### src/rtl/instruction_fetch_unit_pkg.sv
// Shared definitions for the fetch stage: opcodes, register names, IR field
// positions and the fetch FSM state encoding.
package instruction_fetch_unit_pkg;

  localparam logic [3:0] NOP  = 4'h0;
  localparam logic [3:0] STO  = 4'h1;
  localparam logic [3:0] LMUL = 4'h2;
  localparam logic [3:0] LED  = 4'h3;
  localparam logic [3:0] ADD  = 4'h4;
  localparam logic [3:0] JMP  = 4'h5;

  localparam logic [7:0] R1 = 8'd1;
  localparam logic [7:0] R2 = 8'd2;
  localparam logic [7:0] R3 = 8'd3;
  localparam logic [7:0] R4 = 8'd4;
  localparam logic [7:0] R5 = 8'd5;
  localparam logic [7:0] R6 = 8'd6;
  localparam logic [7:0] R7 = 8'd7;

  localparam int OP_MSB   = 27;
  localparam int DEST_MSB = 23;
  localparam int SRCA_MSB = 15;
  localparam int SRCB_MSB = 7;

  typedef enum logic [1:0] {
    BOOT  = 2'd0,
    RUN   = 2'd1,
    FLUSH = 2'd2
  } fetch_state_e;

  function automatic logic [27:0] nop_word();
    return {NOP, 24'd0};
  endfunction

endpackage

### src/rtl/instruction_fetch_unit_pc_register.sv
// Program counter with load (redirect), increment (modulo 2^ADDR_WIDTH) and hold.
module instruction_fetch_unit_pc_register #(
  parameter int ADDR_WIDTH = 16,
  parameter logic [ADDR_WIDTH-1:0] RESET_PC = '0
) (
  input  logic                  clk,
  input  logic                  rst,
  input  logic                  load_i,
  input  logic [ADDR_WIDTH-1:0] load_value_i,
  input  logic                  inc_i,
  output logic [ADDR_WIDTH-1:0] pc_o
);

  logic [ADDR_WIDTH-1:0] pc_q;
  logic [ADDR_WIDTH-1:0] pc_d;

  // Load has priority; increment wraps silently at the top of the address space.
  always_comb begin
    pc_d = pc_q;
    if (load_i) begin
      pc_d = load_value_i;
    end else if (inc_i) begin
      pc_d = pc_q + 1'b1;
    end
  end

  always_ff @(posedge clk or posedge rst) begin
    if (rst) begin
      pc_q <= RESET_PC;
    end else begin
      pc_q <= pc_d;
    end
  end

  assign pc_o = pc_q;

endmodule

### src/rtl/instruction_fetch_unit.sv
// Fetch stage: drives ROM address from the PC, registers the returned word into
// the IR and slices it into decode fields. Handles stall, redirect and boot.
module instruction_fetch_unit
  import instruction_fetch_unit_pkg::*;
#(
  parameter int ADDR_WIDTH = 16,
  parameter int INSN_WIDTH = 28,
  parameter logic [ADDR_WIDTH-1:0] RESET_PC = '0
) (
  input  logic                  Clock,
  input  logic                  Reset,
  output logic [ADDR_WIDTH-1:0] oRomAddress,
  input  logic [INSN_WIDTH-1:0] iRomInstruction,
  input  logic                  iStall,
  input  logic                  iBranchTaken,
  input  logic [ADDR_WIDTH-1:0] iBranchTarget,
  output logic [INSN_WIDTH-1:0] oInstruction,
  output logic [ADDR_WIDTH-1:0] oInstrPC,
  output logic                  oValid,
  output logic [3:0]            oOperation,
  output logic [7:0]            oDestination,
  output logic [7:0]            oSourceA,
  output logic [7:0]            oSourceB,
  output logic [15:0]           oImmediate,
  output logic [1:0]            oState
);

  fetch_state_e          state_q, state_d;
  logic [INSN_WIDTH-1:0] ir_q, ir_d;
  logic [ADDR_WIDTH-1:0] instr_pc_q, instr_pc_d;
  logic                  valid_q, valid_d;
  logic                  pc_load;
  logic                  pc_inc;
  logic [ADDR_WIDTH-1:0] pc;

  instruction_fetch_unit_pc_register #(
    .ADDR_WIDTH(ADDR_WIDTH),
    .RESET_PC  (RESET_PC)
  ) u_pc (
    .clk         (Clock),
    .rst         (Reset),
    .load_i      (pc_load),
    .load_value_i(iBranchTarget),
    .inc_i       (pc_inc),
    .pc_o        (pc)
  );

  // RUN and FLUSH share priority: redirect, then stall, then capture.
  // BOOT never captures and ignores redirects.
  always_comb begin
    state_d    = state_q;
    ir_d       = ir_q;
    instr_pc_d = instr_pc_q;
    valid_d    = valid_q;
    pc_load    = 1'b0;
    pc_inc     = 1'b0;
    case (state_q)
      BOOT: begin
        state_d = RUN;
      end
      RUN, FLUSH: begin
        if (iBranchTaken) begin
          pc_load = 1'b1;
          valid_d = 1'b0;
          ir_d    = nop_word();
          state_d = FLUSH;
        end else if (!iStall) begin
          ir_d       = iRomInstruction;
          instr_pc_d = pc;
          valid_d    = 1'b1;
          pc_inc     = 1'b1;
          state_d    = RUN;
        end
      end
      default: begin
        state_d = BOOT;
      end
    endcase
  end

  always_ff @(posedge Clock or posedge Reset) begin
    if (Reset) begin
      state_q    <= BOOT;
      ir_q       <= nop_word();
      instr_pc_q <= '0;
      valid_q    <= 1'b0;
    end else begin
      state_q    <= state_d;
      ir_q       <= ir_d;
      instr_pc_q <= instr_pc_d;
      valid_q    <= valid_d;
    end
  end

  assign oRomAddress  = pc;
  assign oInstruction = ir_q;
  assign oInstrPC     = instr_pc_q;
  assign oValid       = valid_q;
  assign oOperation   = ir_q[OP_MSB -: 4];
  assign oDestination = ir_q[DEST_MSB -: 8];
  assign oSourceA     = ir_q[SRCA_MSB -: 8];
  assign oSourceB     = ir_q[SRCB_MSB -: 8];
  assign oImmediate   = ir_q[SRCA_MSB -: 16];
  assign oState       = state_q;

endmodule

### config.mk
export PLATFORM = sky130hd
export DESIGN_NAME = instruction_fetch_unit
export DESIGN_NICKNAME = d
export VERILOG_FILES = /design/src/rtl/instruction_fetch_unit_pkg.sv /design/src/rtl/instruction_fetch_unit_pc_register.sv /design/src/rtl/instruction_fetch_unit.sv
export SDC_FILE = /design/constraint.sdc
export NUM_CORES = 1
export LEC_CHECK = 0
export ABC_AREA = 1
export BUFFER_PORTS_ARGS = -buffer_cell sky130_fd_sc_hd__buf_2
export CELL_PAD_IN_SITES_DETAIL_PLACEMENT = 1
export CELL_PAD_IN_SITES_GLOBAL_PLACEMENT = 2
export CORE_ASPECT_RATIO = 1.4
export CORE_UTILIZATION = 25
export CTS_CLUSTER_SIZE = 10
export DETAILED_ROUTE_END_ITERATION = 8
export GPL_ROUTABILITY_DRIVEN = 0
export HOLD_SLACK_MARGIN = 0.02
export MAX_ROUTING_LAYER = met4
export PLACE_DENSITY = 0.91
export SYNTH_ARGS = -nofsm -noshare
export SYNTH_HDL_FRONTEND = slang
export SYNTH_SLANG_ARGS = --single-unit
### constraint.sdc
create_clock -name Clock -period 2.6 [get_ports Clock]
set_clock_uncertainty 0.2 [all_clocks]
set_input_delay 0.52 -clock Clock [delete_from_list [all_inputs] [get_ports Clock]]
set_output_delay 0.52 -clock Clock [all_outputs]
set_load 0.02 [all_outputs]
Yosys cells after proc, flatten, opt, wreduce, memory -nomap -nowiden. Index checks and enable logic that the tools add are counted.

Add/sub/neg operators: 1. Eq/ne operators: 4. Muxes and demuxes: 14. Bitwise operators: 2. Reduce and logical (&&, ||, !) cells: 5.

Operator list (count): two-way mux 28 bit (2); two-way mux 16 bit (2); adder 16 x 1 -> 16 bit (second input constant) (1); two-way mux 1 bit (7); two-way mux 2 bit (2); one-hot mux 2 bit (2 select lines) (1); inequality test 3 bit (second input constant) (1); AND reduction 3 bit (1); equality test 2 x 1 -> 1 bit (second input constant) (1); equality test 2 bit (second input constant) (1); logical NOT 2 bit (1); inequality test 2 x 1 -> 1 bit (second input constant) (1); NOT 1 bit (2); AND reduction 2 bit (1); nonzero test 2 bit (1); OR reduction 2 bit (1).

Register bits: 63. Input bits: 48. Output and inout port bits: 107. Word-level logic and storage cells: 31.

Longest topological paths before layout. Gate-level depths: netlist of run 1.

Word-level depth: 5. Depth in mapped cells: 9. Depth with buffers taken out: 8.

By module. A second synthesis of run 1 with hierarchy kept.

Cell total of the unflattened synthesis: 393. Area, all modules: 3359.5 um^2.

Modules (own cells, without submodules): instruction_fetch_unit (times used 1, cells an instance 258, area an instance 2307.2 um^2, seq. area each 1176.1 um^2); instruction_fetch_unit_pc_register (times used 1, cells an instance 135, area an instance 1052.3 um^2, seq. area each 400.4 um^2).

Worst setup path before layout of run 1. Ideal clock, no wire load.

Path kind: reg-to-reg. Start: register state_q[0] (netlist: oState[0]). End: register u_pc.pc_q[1] (netlist: u_pc.pc_o[1]). Setup time: 127 ps. Arrival: 1544 ps. Required time: 2273 ps. Path slack: 730 ps. Stages on the path, launching flop included: 9. Path buffers: 2. Clock period less this slack: 1870 ps. Path through: dfrtp_1 -> inv_1 -> ha_1 -> nand2_2 -> inv_2 -> buf_6 -> buf_6 -> a21oi_1 -> o22ai_2.

Cells in the longest elaborated chain, start to end: 4. Elaborated cells on any way between the ends: 7. Classes of those cells: 2 x eq/ne; 3 x mux; 2 x reduce/logical.

Ends and longest elaborated chain: from (decl) (line instruction_fetch_unit.sv:28) `fetch_state_e state_q, state_d;`; from (signal assigned) (line instruction_fetch_unit.sv:88) `state_q <= state_d;`; equality test 2 x 1 -> 1 bit or equality test 2 bit (tied branches) (line instruction_fetch_unit.sv:57) `case (state_q)`; OR reduction 2 bit * (line instruction_fetch_unit.sv:57); two-way mux 1 bit (line instruction_fetch_unit.sv:57); two-way mux 16 bit or nonzero test 2 bit (tied branches); to (signal assigned) (line instruction_fetch_unit_pc_register.sv:31) `pc_q <= pc_d;`; to (decl) (line instruction_fetch_unit_pc_register.sv:14) `logic [ADDR_WIDTH-1:0] pc_q;`.

Mark *: on every way between the ends. The rest lies on a longest branch, timed or not. A chain may end at the register's enable or synchronous reset.

Worst setup path in the final report of run 1.
Start: register state_q[0] (netlist: oState[0]). End: register u_pc.pc_q[0] (netlist: u_pc.pc_o[0]).

The elaborated chain is that of the path after synthesis.

==> summary.txt, run 1 <==
Reg2reg start: oState[0]
Nets: 575
Unrepaired setup endpoints after global routing: no
Detailed placement HPWL: 7480 um
Die Area: 13600 um^2
Port Buffers: 154
PD cells: 1470 nW/um^2
Mapped Nets: 461
Max clock buf depth: 2
Critical path class: flip-flop to flip-flop
Slew @ Worst Pin: 0.433 ns
Hold depth: 3
H-tree lvl count: 3
Die H: 138 um
Worst IR Drop VDD: 393 uV
Post-Syn Instances: 410
Fmax: 461 MHz
Worst skew pair latency: 0.33 ns
DR pass1 iterations: 4
GR peak layer: met2
Share of cells above drive strength 1: 0.355
Post-synthesis register bit count: 63
N_diodes: 0
Net Sw Frac: 0.498
Net switching power figure: 0.00305 W
Synth Cell Area: 3290 um^2
Pin count of the biggest net entering global routing: 41
Root Buffer: clkbuf_16
Leak: 2.30 nW
TritonCTS clock tree: yes
Core Box Area: 12800 um^2
Post-DRT Antenna Nets: 0
GR Layer Usage met3: 0.0188
Cell row count: 49
Global-route usage over all layers: 0.152
Routed wire length: 9690 um
Global route total overflow: 0
Outcome: finished, final reports clean
Total CTS buffers: 9
First-pass GRT wire length: 15400 um
Share of power burned in registers: 0.301
Startpoint types: flip-flop
Reg2reg path depth: 9
Critical path endpoint category: flip-flop
Req. time, crit path: 2.61 ns
Initial antenna violation count: 0
Reg2reg setup slack: 0.43 ns
Yosys warns: 0
Tmin final: 2.17 ns
Slew margin rel.: 0.711
Clock Power Share: 0.170
# resized after CTS: 0
Clock transition at path regs: 0.06 ns
WHS Endpoint: u_pc.pc_o[5]
Worst stage delay on the critical path: 0.38 ns
Post-synthesis sequential area ratio: 0.479
Worst reg2reg path endpoint: u_pc.pc_o[0]
Global-route track usage on met1: 0.161
Top Ports: 155
Routed wire per std cell: 14.3 um
Hold WS: 0.222 ns
Met2 Track Usage GR: 0.281
Period utilisation layout: 0.834
Critical path cell sequence: inv_1, ha_1, nand2_2, inv_2, nor2_8, buf_4, inv_2, o21ai_0, o22ai_2
Max_cap viols: 0
Layout area overhead: 26.6%
DRC viols: 0
Cell Int Power: 0.00307 W
Clk sinks: 63
Setup repair bufs after CTS: 0
Worst endpoint data arrival time: 2.18 ns
Slew Limit Fails: 0
Layout Utilization: 0.325
DR iter-0 viols: 66
Synth cell types: 24
Final count of hold timing violations: 0
Drt via density: 4.55
Syn Area/Cell: 8.02 um^2
Logic pwr share: 0.529
Sum Neg Setup Slack: 0 ns
CP most frequent cell: inv_2
Vias: 3094
Class of the worst hold path: input pin to flip-flop
Starting Density: 0.257
Final setup vio count: 0
CP max stage cell: dfrtp_1
Number of global-route vias before repair: 3102
Critical Path Fanout Max: 28
Die W: 98.9 um
Worst Min Path Start: iBranchTarget[5]
-- power by group through the flow --
stage          clock network, W  logic [W]  registers, W
3_5_place_dp                  0    0.00328       0.00187
6_report                0.00104    0.00324       0.00184
5_1_grt                 0.00111    0.00355       0.00192
2_1_floorplan                 0    0.00209       0.00235
3_3_place_gp                  0    0.00321       0.00184
4_1_cts                 0.00108    0.00329       0.00186
-- metrics by stage --
step | cell area [um^2] | power, W | setup slack, ns | instances
2_1_floorplan | 3290 | 0.00444 | 0.310 | 410
3_3_place_gp | 3900 | 0.00505 | 0.503 | 665
3_5_place_dp | 3900 | 0.00515 | 0.421 | 665
4_1_cts | 4160 | 0.00622 | 0.411 | 680
5_1_grt | 4160 | 0.00658 | 0.213 | 680
6_report | 4160 | 0.00612 | 0.431 | 680
-- state kept, by name, indices dropped and copies added (netlist names) --
| signal | cells |
|---|---|
| oValid | 1 |
| oInstrPC | 16 |
| u_pc.pc_o | 16 |
| oState | 2 |
| oInstruction | 28 |
-- placed cells by master (no fill, tap or decap), drive strengths merged --
master / instances
dfrtp: 63
nand2: 140
nand3: 24
xnor2: 1
o21ai: 50
dlygate4sd3: 1
o22ai: 2
ha: 3
a211oi: 1
clkinv: 4
nor2: 22
nand4: 7
o221ai: 1
inv: 30
o311ai: 2
buf: 162
o211ai: 2
a21oi: 2
clkinvlp: 1
clkbuf: 9
-- area by class of cell --
cell class / instances / area (um^2)
Fill cell: 1578 / 8650
Sequential cell: 63 / 1580
Multi-Input combinational cell: 257 / 1180
Timing Repair Buffer: 163 / 853
Clock buffer: 9 / 225
Tap cell: 153 / 191
Inverter: 30 / 113
Clock inverter: 5 / 27.5
-- kinds of logic after synthesis --
kind of cell,count (synthesis),synth area share
buffers and inverters,90,0.163
and+or+nand+nor,193,0.242
xor gates and xnor gates,1,0.00266
DFF,63,0.479
adders and majority gates,3,0.0114
AOI/OAI and AO/OA,60,0.102
-- how the worst max path moves through the flow --
stage | start | endpoint | slack [ns] | cells past startpoint
6_report | oState[0] | u_pc.pc_o[0] | 0.43 | 9
5_1_grt | oState[0] | u_pc.pc_o[0] | 0.21 | 9
4_1_cts | oState[0] | u_pc.pc_o[0] | 0.41 | 9
3_5_place_dp | oState[0] | u_pc.pc_o[0] | 0.42 | 9
3_3_place_gp | oState[0] | u_pc.pc_o[0] | 0.50 | 9
2_1_floorplan | Reset | oInstrPC[0] | 0.31 | 1
-- metal layers --
metal	wire length, um	share of wire
met2	5160	0.53
met3	478	0.049
met5	0	0
met4	120	0.012
met1	3940	0.41
-- cells in the mapped netlist (all sizes together) --
cell      n  area [um^2]
inv      30          113
nand2   140          531
o221ai    1         8.76
a21oi     2         10.0
xnor2     1         8.76
clkbuf    7         26.3
o311ai    2         17.5
o21ai    50          250
o22ai     2         25.0
o211ai    2         15.0
buf      53          397
dfrtp    63         1580
nand4     7         43.8
nor2     22          101
ha        3         37.5
a211oi    1         7.51
nand3    24          120
-- critical path: cells and delay by family, from the launching register on --
kind                       cells  cell delay, ns
buffers and inverters          4            0.66
and+or+nand+nor                2            0.25
AOI/OAI and AO/OA              2            0.19
DFF                            1            0.38
adders and majority gates      1            0.37
-- timing repair --
action                                  4_1_cts  5_1_grt
hold buffers                                  1        0
endpoints found under the hold margin        14        0
endpoints found under the setup margin        0        0
Power figures use the tool's default switching activity.
==> inputs of run 2 (changes only) <==
--- a/config.mk
+++ b/config.mk
@@ -10,13 +10,13 @@
 export CELL_PAD_IN_SITES_DETAIL_PLACEMENT = 1
 export CELL_PAD_IN_SITES_GLOBAL_PLACEMENT = 2
 export CORE_ASPECT_RATIO = 1.4
-export CORE_UTILIZATION = 25
+export CORE_UTILIZATION = 22
 export CTS_CLUSTER_SIZE = 10
 export DETAILED_ROUTE_END_ITERATION = 8
 export GPL_ROUTABILITY_DRIVEN = 0
 export HOLD_SLACK_MARGIN = 0.02
 export MAX_ROUTING_LAYER = met4
-export PLACE_DENSITY = 0.91
+export PLACE_DENSITY = 0.86
 export SYNTH_ARGS = -nofsm -noshare
 export SYNTH_HDL_FRONTEND = slang
 export SYNTH_SLANG_ARGS = --single-unit
==> constraint.sdc (replaced) <==
create_clock -name Clock -period 1.9 [get_ports Clock]
set_clock_uncertainty 0.2 [all_clocks]
set_input_delay 0.38 -clock Clock [delete_from_list [all_inputs] [get_ports Clock]]
set_output_delay 0.38 -clock Clock [all_outputs]
set_load 0.02 [all_outputs]
==> run 2 against run 1 <==
  * Final cell count increased by 6.6%
  * Die area up 13%
  * Worst setup slack lost 0.32 ns
  * Sequential power rose by 38%
  * Critical path depth unchanged
  * Critical path type unchanged
  * Largest cell class unchanged
==> summary.txt, run 2 (synthesis results as in run 1) <==
Class of the worst hold path: input pin to flip-flop (unchanged)
Most common cell after layout, fill and taps aside: buf_2 (unchanged)
DR pass1 iterations: 4 (unchanged)
Startpoint types: flip-flop (unchanged)
Reg2reg setup slack: 0.11 ns (was 0.43 ns)
Req. time, crit path: 1.92 ns (was 2.61 ns)
Port Buffers: 154 (unchanged)
WHS Endpoint: u_pc.pc_o[6] (was u_pc.pc_o[5])
Fmax: 558 MHz (was 461 MHz)
Slew @ Worst Pin: 0.555 ns (was 0.433 ns)
Outcome: finished, final reports clean (unchanged)
Fin worst setup slack: 0.109 ns (was 0.431 ns)
Critical path endpoint category: flip-flop (unchanged)
Max reg flops: 28 (unchanged)
Max clock buf depth: 2 (unchanged)
First-pass GRT wire length: 16800 um (was 15400 um)
Routed wire length: 10400 um (was 9690 um)
Pre-CTS WS: 0.00395 ns (was 0.421 ns)
Net Sw Frac: 0.482 (was 0.498)
Starting Density: 0.227 (was 0.257)
Vias: 3098 (was 3094)
Clock transition at path regs: 0.05 ns (was 0.06 ns)
Period utilisation layout: 0.943 (was 0.834)
DR iter-0 viols: 65 (was 66)
Critical path class: flip-flop to flip-flop (unchanged)
Critical Path Fanout Max: 23 (was 28)
Hold WS: 0.0748 ns (was 0.222 ns)
Final Instance Area: 4370 um^2 (was 4160 um^2)
Nets: 582 (was 575)
Unrepaired setup endpoints after global routing: yes (was no)
DRC viols: 0 (unchanged)
Cell row count: 52 (was 49)
Die H: 147 um (was 138 um)
Clock Power Share: 0.173 (was 0.170)
Cell Int Power: 0.00461 W (was 0.00307 W)
Post-DRT Antenna Nets: 0 (unchanged)
Post-DP Area: 4010 um^2 (was 3900 um^2)
Pin count of the biggest net entering global routing: 41 (unchanged)
Tot Pwr: 0.00889 W (was 0.00612 W)
Leak: 2.38 nW (was 2.30 nW)
Tmin final: 1.79 ns (was 2.17 ns)
Die Area: 15400 um^2 (was 13600 um^2)
Net switching power figure: 0.00428 W (was 0.00305 W)
Drt via density: 4.27 (was 4.55)
Top Ports: 155 (unchanged)
Slew Limit Fails: 0 (unchanged)
Number of global-route vias before repair: 3243 (was 3102)
Hold depth: 3 (unchanged)
Global route total overflow: 0 (unchanged)
Initial antenna violation count: 0 (unchanged)
H-tree lvl count: 3 (unchanged)
Reg2reg path depth: 9 (unchanged)
Root Buffer: clkbuf_16 (unchanged)
Worst reg2reg path endpoint: oInstruction[16] (was u_pc.pc_o[0])
Global-route usage over all layers: 0.145 (was 0.152)
Routed wire per std cell: 14.3 um (about the same)
TritonCTS clock tree: yes (unchanged)
Layout area overhead: 32.8% (was 26.6%)
Reg2reg start: oState[0] (unchanged)
Worst endpoint data arrival time: 1.81 ns (was 2.18 ns)
Share of cells above drive strength 1: 0.366 (was 0.355)
PD cells: 2040 nW/um^2 (was 1470 nW/um^2)
Layout Utilization: 0.301 (was 0.325)
Final setup vio count: 0 (unchanged)
Clk sinks: 63 (unchanged)
Core Box Area: 14500 um^2 (was 12800 um^2)
Die W: 105 um (was 98.9 um)
Max_cap viols: 0 (unchanged)
Detailed placement HPWL: 7810 um (was 7480 um)
Final count of hold timing violations: 0 (unchanged)
Slew margin rel.: 0.629 (was 0.711)
Worst skew pair latency: 0.34 ns (was 0.33 ns)
Most frequent cells in the layout: buf_2 (154), nand2_1 (138), dfrtp_1 (63) (unchanged)
Worst IR Drop VDD: 644 uV (was 393 uV)
Worst Min Path Start: iBranchTarget[6] (was iBranchTarget[5])
Total CTS buffers: 9 (unchanged)
Logic pwr share: 0.543 (was 0.529)
Share of power burned in registers: 0.284 (was 0.301)
N_diodes: 0 (unchanged)
-- run 2: area by class of cell --
type | count | area, um^2
fill | 1788 | 10100
sequential | 63 | 1580
multi-input combinational | 257 | 1180
timing repair buffer | 170 | 981
clock buffer | 12 | 256
tap | 189 | 236
inverter | 30 | 116
clock inverter | 4 | 20.0
-- run 2: how the worst max path moves through the flow --
stage | startpoint | end | slack [ns] | depth (start not counted)
floorplan | oState[0] | u_pc.pc_o[1] | 0.03 | 8
global placement | oState[0] | oInstruction[4] | 0.13 | 8
detailed placement | oState[0] | oInstruction[12] | 0.004 | 8
CTS | oState[0] | oInstruction[16] | 0.02 | 7
global route | oState[0] | u_pc.pc_o[11] | -0.005 | 9
finish | oState[0] | oInstruction[16] | 0.11 | 9
-- run 2: per-stage QoR --
| stage | TNS [ns] | cells |
|---|---|---|
| 6_report | 0 | 725 |
| 5_1_grt | -0.0102 | 725 |
| 4_1_cts | 0 | 724 |
| 2_1_floorplan | 0 | 410 |
| 3_3_place_gp | 0 | 704 |
| 3_5_place_dp | 0 | 704 |
-- run 2: power by group through the flow --
stage | sequential (W) | clock (W) | combinational, W
2_1_floorplan | 0.00322 | 0 | 0.00286
3_3_place_gp | 0.00252 | 0 | 0.00454
3_5_place_dp | 0.00256 | 0 | 0.00464
4_1_cts | 0.00255 | 0.00159 | 0.00489
5_1_grt | 0.00265 | 0.00165 | 0.00528
6_report | 0.00253 | 0.00154 | 0.00482
-- run 2: timing repair --
| item | 4_1_cts | 5_1_grt |
|---|---|---|
| resized for setup | 0 | 4 |
| endpoints found under the setup margin | 1 | 30 |
| buffers inserted | 2 | 1 |
| hold buffers | 1 | 0 |
| gates cloned | 1 | 0 |
| pin swaps | 1 | 0 |
| endpoints found under the hold margin | 18 | 0 |
-- run 2: worst max-delay path, cell delays in order (launching register included) --
cell and delay, ns:
dfrtp_1 0.39, inv_1 0.06, ha_2 0.37, nand2_2 0.07
inv_2 0.12, nor2_8 0.05, buf_12 0.12, buf_12 0.14
nand2_1 0.07, o21ai_0 0.07
-- run 2: metal layers --
metal,GRT usage,share of wire,up-vias
met4,0.0514,0.015,0
li1,-,-,1513
met5,-,0,-
met2,0.263,0.53,120
met3,0.0290,0.057,15
met1,0.154,0.40,1450
